--- config.mk ---
export PLATFORM = sky130hd
export DESIGN_NAME = rr_mux_arbiter
export DESIGN_NICKNAME = d
export VERILOG_FILES = /design/src/rtl/rr_mux_arbiter.sv
export SDC_FILE = /design/constraint.sdc
export NUM_CORES = 1
export LEC_CHECK = 0
export CORE_MARGIN = 8
export CORE_UTILIZATION = 47
export DETAILED_ROUTE_END_ITERATION = 8
export GPL_ROUTABILITY_DRIVEN = 0
export MAX_ROUTING_LAYER = met4
export PLACE_DENSITY = 0.82
export SYNTH_ARGS = -nofsm -noshare
export SYNTH_HDL_FRONTEND = slang
export SYNTH_SLANG_ARGS = --single-unit
--- constraint.sdc ---
create_clock -name clk -period 2.45 [get_ports clk]
set_input_delay 0.245 -clock clk [delete_from_list [all_inputs] [get_ports clk]]
set_output_delay 0.245 -clock clk [all_outputs]
set_load 0.02 [all_outputs]
--- src/rtl/rr_mux_arbiter.sv ---
// rtl/rr_mux_arbiter.sv - four-channel round-robin arbiter with hold limit driving a shared 4:1 mux
module rr_mux_arbiter #(
    parameter int MAX_HOLD = 4
) (
    input  logic       clk,
    input  logic       rst_n,
    input  logic [3:0] req,
    input  logic [3:0] w,
    output logic [3:0] gnt,
    output logic [1:0] sel,
    output logic       valid,
    output logic       y
);

    localparam logic [0:0] IDLE  = 1'b0;
    localparam logic [0:0] GRANT = 1'b1;

    logic [0:0] state;
    logic [1:0] last;
    logic [3:0] hcnt;

    logic       idleHit;
    logic [1:0] idleIdx;
    logic       relHit;
    logic [1:0] relIdx;
    logic       keepGrant;

    // First requester found walking upward from base+1, wrapping 3->0.
    function automatic logic [2:0] pickNext(input logic [3:0] r, input logic [1:0] base);
        logic       found;
        logic [1:0] idx;
        logic [1:0] cand;
        found = 1'b0;
        idx   = base;
        for (int k = 1; k <= 4; k++) begin
            cand = base + 2'(k);
            if (!found && r[cand]) begin
                found = 1'b1;
                idx   = cand;
            end
        end
        return {found, idx};
    endfunction

    always_comb begin
        {idleHit, idleIdx} = pickNext(req, last);
        // The current owner is masked out so a release hands over to someone else first.
        {relHit, relIdx}   = pickNext(req & ~(4'b0001 << sel), sel);
        keepGrant          = req[sel] && (hcnt < 4'(MAX_HOLD));
    end

    always_ff @(posedge clk or negedge rst_n) begin
        if (!rst_n) begin
            state <= IDLE;
            gnt   <= 4'b0000;
            sel   <= 2'd0;
            valid <= 1'b0;
            hcnt  <= 4'd0;
            last  <= 2'd3;
        end else begin
            case (state)
                IDLE: begin
                    if (idleHit) begin
                        state <= GRANT;
                        gnt   <= 4'b0001 << idleIdx;
                        sel   <= idleIdx;
                        valid <= 1'b1;
                        hcnt  <= 4'd1;
                        last  <= idleIdx;
                    end
                end
                GRANT: begin
                    if (keepGrant) begin
                        hcnt <= hcnt + 4'd1;
                    end else if (relHit) begin
                        gnt  <= 4'b0001 << relIdx;
                        sel  <= relIdx;
                        hcnt <= 4'd1;
                        last <= relIdx;
                    end else if (req[sel]) begin
                        // Hold limit reached with nobody else waiting: regrant the owner.
                        hcnt <= 4'd1;
                    end else begin
                        state <= IDLE;
                        gnt   <= 4'b0000;
                        valid <= 1'b0;
                        hcnt  <= 4'd0;
                    end
                end
                default: begin
                    state <= IDLE;
                    gnt   <= 4'b0000;
                    valid <= 1'b0;
                    hcnt  <= 4'd0;
                end
            endcase
        end
    end

    assign y = valid ? w[sel] : 1'b0;

endmodule

==> impl_results.md, run 1 <==
- Result of the run: completed
- Critical-path maximum fanout: 6
- Synthesized flop and latch total: 14
- Final critical delay including setup and external delays: 2350 ps
- Leading cell types in the layout, fill and taps excluded: clkdlybuf4s50_1 (16), buf_4 (15), nor2_1 (11), dfrtp_1 (10), mux2_2 (7)
- Portion of the clock cycle consumed by the worst path in the final layout: 0.961
- Data arrival, critical path: 2530 ps
- Slew headroom: 0.542
- Combinational cell fraction of total power: 0.716
- Nature of the critical path startpoint: flop
- Via count of the first global-routing pass: 1,008
- Initial DRC count: 69
- Met1 wire length: 1.16 mm
- Crit path capture type: flop
- Power share of the clock group: 0.076
- Synthesized net count: 124
- Width of the die: 64.1 um
- Detail-routed via count per cell: 5.73
- Data required time of the worst path: 2620 ps
- Tightest Hold Check Type: in -> async
- Sw frac: 0.420
- Number of slew-limit violations in the final report: 0
- Skew-Pair Late Insertion Delay: 280 ps
- Clock net sink count: 14
- Design internal power: 1.26 mW
- Area of placed instances: 1380 um2
- Warnings from Yosys: 0
- Post-synth EDFFs: 0
- Row cnt: 17
- Layout Cell Area excl Fill: 1470 um2
- Layout Nets: 156
- Overall power: 2.18 mW
- CP Launch Point: sel[0]$_DFFE_PN0P_
- Transition time at the pin with the least slew margin: 686 ps
- Switching Power: 0.915 mW
- Number of buffers on the longest clock path: 2
- Register-to-register setup slack: 100 ps
- Clock transition at the register clock pins on the worst setup and hold paths after CTS: 80 ps
- Area enclosed by the die boundary: 4100 um2
- RSZ-0062 raised after global routing: false
- Most common cell after layout, fill and taps aside: clkdlybuf4s50_1
- CTS root buffer: clkbuf_4
- Sum of met3 wire segment lengths after detailed routing: 138 um
- Final routed wire length divided by cell count: 16.0 um
- Via Count: 963
- Drt drc: 0
- Final hold violation count: 0
- Startpoint of the most critical register-to-register path: sel[0]$_DFFE_PN0P_
- Quantity of hold-fixing buffers added after cts: 0
- Overflow left after global routing: 0
- TritonCTS clock tree: yes
- # setup viols final: 0
- Proportion of synthesized flip-flops having asynchronous set or reset: 1.00
- Sum of net half-perimeters after detailed placement: 2.09 mm
- FILL cells: 167
- Length of the first detailed-routing pass in iterations: 4
- Maximum vdd ir drop: 0.837 mV
- Core ar.: 2190 um2
- Leakage Power: 0.666 nW
- Number of instances in the synthesized netlist: 109
- Initial Util: 0.496
- Kind of critical path: reg -> reg
- Max-capacitance violation count: 0
- Netlist area before placement: 1090 um2
- Sequential element share of the synthesized area: 0.325
- Layout-stage area growth over the synthesis result: 35.0%
- Setup TNS: 0 ps
- Post-synth top flop: dfrtp_1
- Max Fclk: 425 MHz
- Number of port buffers: 17
- Detailed Route WL: 2.68 mm
- Number of antenna violations at the first check in global routing: 0
- Pin count of the biggest net entering global routing: 15
- R2R depth: 9
- IO Count: 18
- Power Density: 1480 nW/um2
- Clock buffer count from CTS: 3
- Met2 wire length: 1.36 mm
- Final Skew: 3.82 ps
- Flop pwr share: 0.208
- Number of library cell types mapped by synthesis: 40
- Capture instance of the worst register-to-register path: sel[0]$_DFFE_PN0P_
- Setup crit end: sel[0]$_DFFE_PN0P_
- Share of final-layout standard cells stronger than drive strength 1: 0.300
- Top routing layer in use: met4
- Mean instance size in the synthesized netlist: 9.96 um2
- Total Routing Usage GR: 0.139
- Final antenna-violating net count: 0
- Y dimension of the die: 64.1 um
- Number of H-tree levels: 1
- Count of antenna diodes in the layout: 0
- First-pass GRT wire length: 4.53 mm
==> final cells by class <==
class	instances	area, um2	area share
clock buffers	4	36.3	0.0247
inverters	5	23.8	0.0162
multi-input cells	84	723	0.493
flip-flops and latches	14	355	0.242
well taps	28	35.0	0.0239
repair buffers	33	293	0.200
==> power groups by stage <==
stage	clock (mW)	combinational, mW	sequential, mW
final	0.165	1.56	0.452
after global routing	0.183	1.69	0.469
after CTS	0.171	1.42	0.451
after detailed placement	0	1.42	0.456
after global placement	0	1.37	0.447
after floorplan	0	0.951	0.484
==> worst min-delay path by stage <==
stage	endpoint	slack, ps	cells after the start
6_report	gnt[2]$_DFFE_PN0P_	350	1
5_1_grt	gnt[1]$_DFFE_PN0P_	370	1
4_1_cts	gnt[1]$_DFFE_PN0P_	350	1
3_5_place_dp	gnt[0]$_DFFE_PN0P_	500	1
3_3_place_gp	hcnt[1]$_DFFE_PN0P_	490	1
2_1_floorplan	gnt[0]$_DFFE_PN0P_	-50	0
==> cell families after synthesis <==
group	share of synthesized area
buffers and inverters	0.0530
AO/OA/AOI/OAI	0.174
adder cells (fa/ha/maj)	0.0576
multiplexers	0.209
flip-flops	0.325
XOR/XNOR	0.00807
AND/OR/NAND/NOR	0.174
==> per-layer routing <==
layer  up-vias  track usage
met1       466        0.154
met2        22        0.227
met3         4       0.0540
met5         -            -
met4         0       0.0362
li1        471            -
==> worst max-delay path, stage by stage, from the launching register on <==
cell and delay (ps):
dfrtp_2 420, inv_6 50, buf_4 170, ha_1 190, nand2b_4 140, mux4_2 480, a21boi_2 180, xnor2_2 170
mux2i_1 140, mux2_2 300
==> sequential cells by signal, summed over array words and instances (netlist names) <==
| name | flops |
|---|---|
| gnt | 4 |
| hcnt | 4 |
| last | 2 |
| sel | 2 |
| state | 1 |
| valid | 1 |
==> synthesized netlist by cell type (2+ instances only) <==
| cell type | count | area (um2) |
|---|---|---|
| inv_1 | 4 | 15.0 |
| clkbuf_1 | 2 | 7.51 |
| nor3b_1 | 2 | 15.0 |
| nand2_1 | 5 | 18.8 |
| a221o_1 | 3 | 30.0 |
| dfstp_2 | 2 | 52.6 |
| nor3_1 | 4 | 20.0 |
| buf_2 | 3 | 15.0 |
| mux4_2 | 2 | 45.0 |
| a22o_1 | 2 | 17.5 |
| nand2b_1 | 6 | 37.5 |
| ha_1 | 5 | 62.6 |
| o211ai_1 | 2 | 15.0 |
| a21oi_1 | 6 | 30.0 |
| mux2i_1 | 5 | 50.1 |
| mux4_1 | 2 | 52.6 |
| mux2_2 | 7 | 78.8 |
| o211a_1 | 2 | 20.0 |
| nor4_1 | 2 | 12.5 |
| dfrtp_1 | 12 | 300 |
| nor2_1 | 11 | 41.3 |
| and2_1 | 2 | 12.5 |
==> through the flow <==
stage / hold WS, ps / instances / util / setup slack (ps)
2_1_floorplan: -50.6 / 109 / - / 19.5
3_3_place_gp: 493 / 163 / 0.629 / 92.9
3_5_place_dp: 503 / 163 / 0.629 / 58.5
4_1_cts: 352 / 167 / 0.645 / 43.4
5_1_grt: 375 / 168 / 0.669 / 5.40
6_report: 350 / 168 / 0.669 / 96.5
==> repair_timing <==
| item | in CTS | in global routing |
|---|---|---|
| gates resized for setup | 1 | 7 |
| buffers inserted | 0 | 1 |
| gates cloned | 0 | 0 |
| endpoints found under the setup margin | 1 | 7 |
| pin swaps | 0 | 3 |
Note: power is estimated with default switching activity, not from simulation.
==> run 2: changes to the inputs <==
CORE_ASPECT_RATIO = 0.6   (was not set)
CTS_CLUSTER_SIZE = 14   (was not set)
==> run 2 against run 1 <==
Against the previous run:
- sequential share of layout area is 0.78 points lower
- critical path depth is 1 lower
- register-to-register slack worse by 20 ps
- clock skew hardly changed
- via count is 3.6% higher
- sequential power hardly changed
- wire length is 5.4% higher
- utilization is 2.6 points higher
- maximum frequency is 0.72% lower
==> impl_results.md, run 2 (synthesized netlist as in run 1, its figures left out) <==
- Flop pwr share: 0.194
- Power share of the clock group: 0.095
- Power Density: 1550 nW/um2
- Sum of met3 wire segment lengths after detailed routing: 209 um
- FILL cells: 160
- Top routing layer in use: met4
- Result of the run: completed
- Maximum vdd ir drop: 0.713 mV
- Crit-path slowest cell: mux4_2
- IO Count: 18
- Number of H-tree levels: 1
- Portion of the clock cycle consumed by the worst path in the final layout: 0.968
- Nature of the critical path startpoint: flop
- Max-capacitance violation count: 0
- Final antenna-violating net count: 0
- Final Skew: 4.23 ps
- Layout-stage area growth over the synthesis result: 39.5%
- CTS root buffer: clkbuf_8
- Sum of net half-perimeters after detailed placement: 2.07 mm
- Final hold violation count: 0
- Leading cell types in the layout, fill and taps excluded: clkdlybuf4s50_1 (17), buf_4 (14), nor2_1 (10), dfrtp_1 (10), mux2_2 (6)
- Initial Util: 0.498
- Number of buffers and inverters on the critical path: 1
- # setup viols final: 0
- Total Routing Usage GR: 0.143
- Width of the die: 78.1 um
- Switching Power: 0.970 mW
- Clock buffer count from CTS: 3
- Pin count of the biggest net entering global routing: 15
- Drt drc: 0
- Top delay family on crit path: compound AO/OA/AOI/OAI gates
- Leakage Power: 0.682 nW
- Layout Nets: 156
- Most common cell after layout, fill and taps aside: clkdlybuf4s50_1
- Kind of critical path: reg -> reg
- Number of buffers on the longest clock path: 2
- Post-route worst hold slack: 384 ps
- Sw frac: 0.414
- Met2 wire length: 1.21 mm
- Crit path capture type: flop
- Row cnt: 13
- Slew headroom: 0.566
- Combinational cell fraction of total power: 0.711
- Y dimension of the die: 53.2 um
- Tightest Hold Check Type: in -> async
- Met1 wire length: 1.34 mm
- Final critical delay including setup and external delays: 2370 ps
- Data required time of the worst path: 2570 ps
- Data arrival, critical path: 2490 ps
- Max Fclk: 422 MHz
- Number of antenna violations at the first check in global routing: 0
- Crit path cell chain: buf_8, ha_1, nand2b_4, mux4_2, a21boi_2, xnor2_2, nor2_1, a221o_1
- Design internal power: 1.37 mW
- Share of final-layout standard cells stronger than drive strength 1: 0.314
- Transition time at the pin with the least slew margin: 652 ps
- Detailed Route WL: 2.83 mm
- Skew-Pair Late Insertion Delay: 250 ps
- Clock net sink count: 14
- Critical-path maximum fanout: 6
- Area enclosed by the die boundary: 4160 um2
- Clock transition at the register clock pins on the worst setup and hold paths after CTS: 60 ps
- Via count of the first global-routing pass: 918
- Detail-routed via count per cell: 5.87
- Core ar.: 2180 um2
- Initial DRC count: 60
- Number of slew-limit violations in the final report: 0
- Largest stage delay on the critical path: 530 ps
- Count of antenna diodes in the layout: 0
- Final routed wire length divided by cell count: 16.6 um
- Largest registers: gnt: 4 flops, hcnt: 4 flops
- First-pass GRT wire length: 4.57 mm
- Number of port buffers: 17
- Via Count: 998
- Length of the first detailed-routing pass in iterations: 4
- Overflow left after global routing: 0
- Post-route core utilization: 0.695
- TritonCTS clock tree: yes
## run 2: cell types whose count changed in the layout (fill, tap and decap cells not counted), sizes merged
cell           before  now
clkdlybuf4s50      16   17
dlygate4sd2         1    0
## run 2: per-layer routing
metal	vias up	GRT usage
met4	0	0.0305
met1	480	0.176
met2	38	0.213
met3	8	0.0608
li1	472	-
met5	-	-
## run 2: through the flow
stage	setup TNS (ps)	worst slack, ps	total power, mW	std cells	cell area [um2]
after detailed placement	-15.9	-15.2	1.84	162	1360
after CTS	0	5.68	2.12	166	1420
final	0	79.5	2.34	170	1520
after floorplan	0	19.5	1.43	109	1090
after global routing	-2.76	-2.76	2.51	170	1520
after global placement	0	63.5	1.79	162	1360
## run 2: worst register-to-register path, stage by stage, from the launching register on
cell and delay (ps):
dfrtp_2 440, buf_8 140, ha_1 190, nand2b_4 140, mux4_2 530, a21boi_2 200
xnor2_2 170, nor2_1 80, a221o_1 350
## run 2: area by class of cell
cell class	instances	area [um2]	area share
clock buffers	4	55.1	0.0363
inverters	5	23.8	0.0157
multi-input cells	84	742	0.490
flip-flops and latches	14	355	0.235
well taps	30	37.5	0.0248
repair buffers	33	302	0.199
## run 2: power by group through the flow
stage	Clock (mW)	Sequential (mW)	Combinational [mW]
floorplan	0	0.484	0.951
global placement	0	0.448	1.34
detailed placement	0	0.454	1.39
CTS	0.228	0.451	1.45
global route	0.238	0.468	1.80
finish	0.224	0.454	1.66
## run 2: worst paths after layout
path                                startpoint                   to  slack (ps)  cells after the start
min in group clk           hcnt[1]$_DFFE_PN0P_  hcnt[1]$_DFFE_PN0P_         510                      1
max in group asynchronous                rst_n   sel[0]$_DFFE_PN0P_        1620                      1
setup / recovery            sel[0]$_DFFE_PN0P_   gnt[1]$_DFFE_PN0P_          80                      8
hold reg to reg            hcnt[1]$_DFFE_PN0P_  hcnt[1]$_DFFE_PN0P_         510                      1
hold / removal                           rst_n  hcnt[3]$_DFFE_PN0P_         380                      1
setup reg to reg            sel[0]$_DFFE_PN0P_   gnt[1]$_DFFE_PN0P_          80                      8
## run 2: timing repair
action | 4_1_cts | 5_1_grt
pin swaps | 1 | 2
gates cloned | 0 | 0
resized for setup | 2 | 12
setup buffers | 0 | 4
hold buffers | 0 | 0
endpoints found under the setup margin | 3 | 8
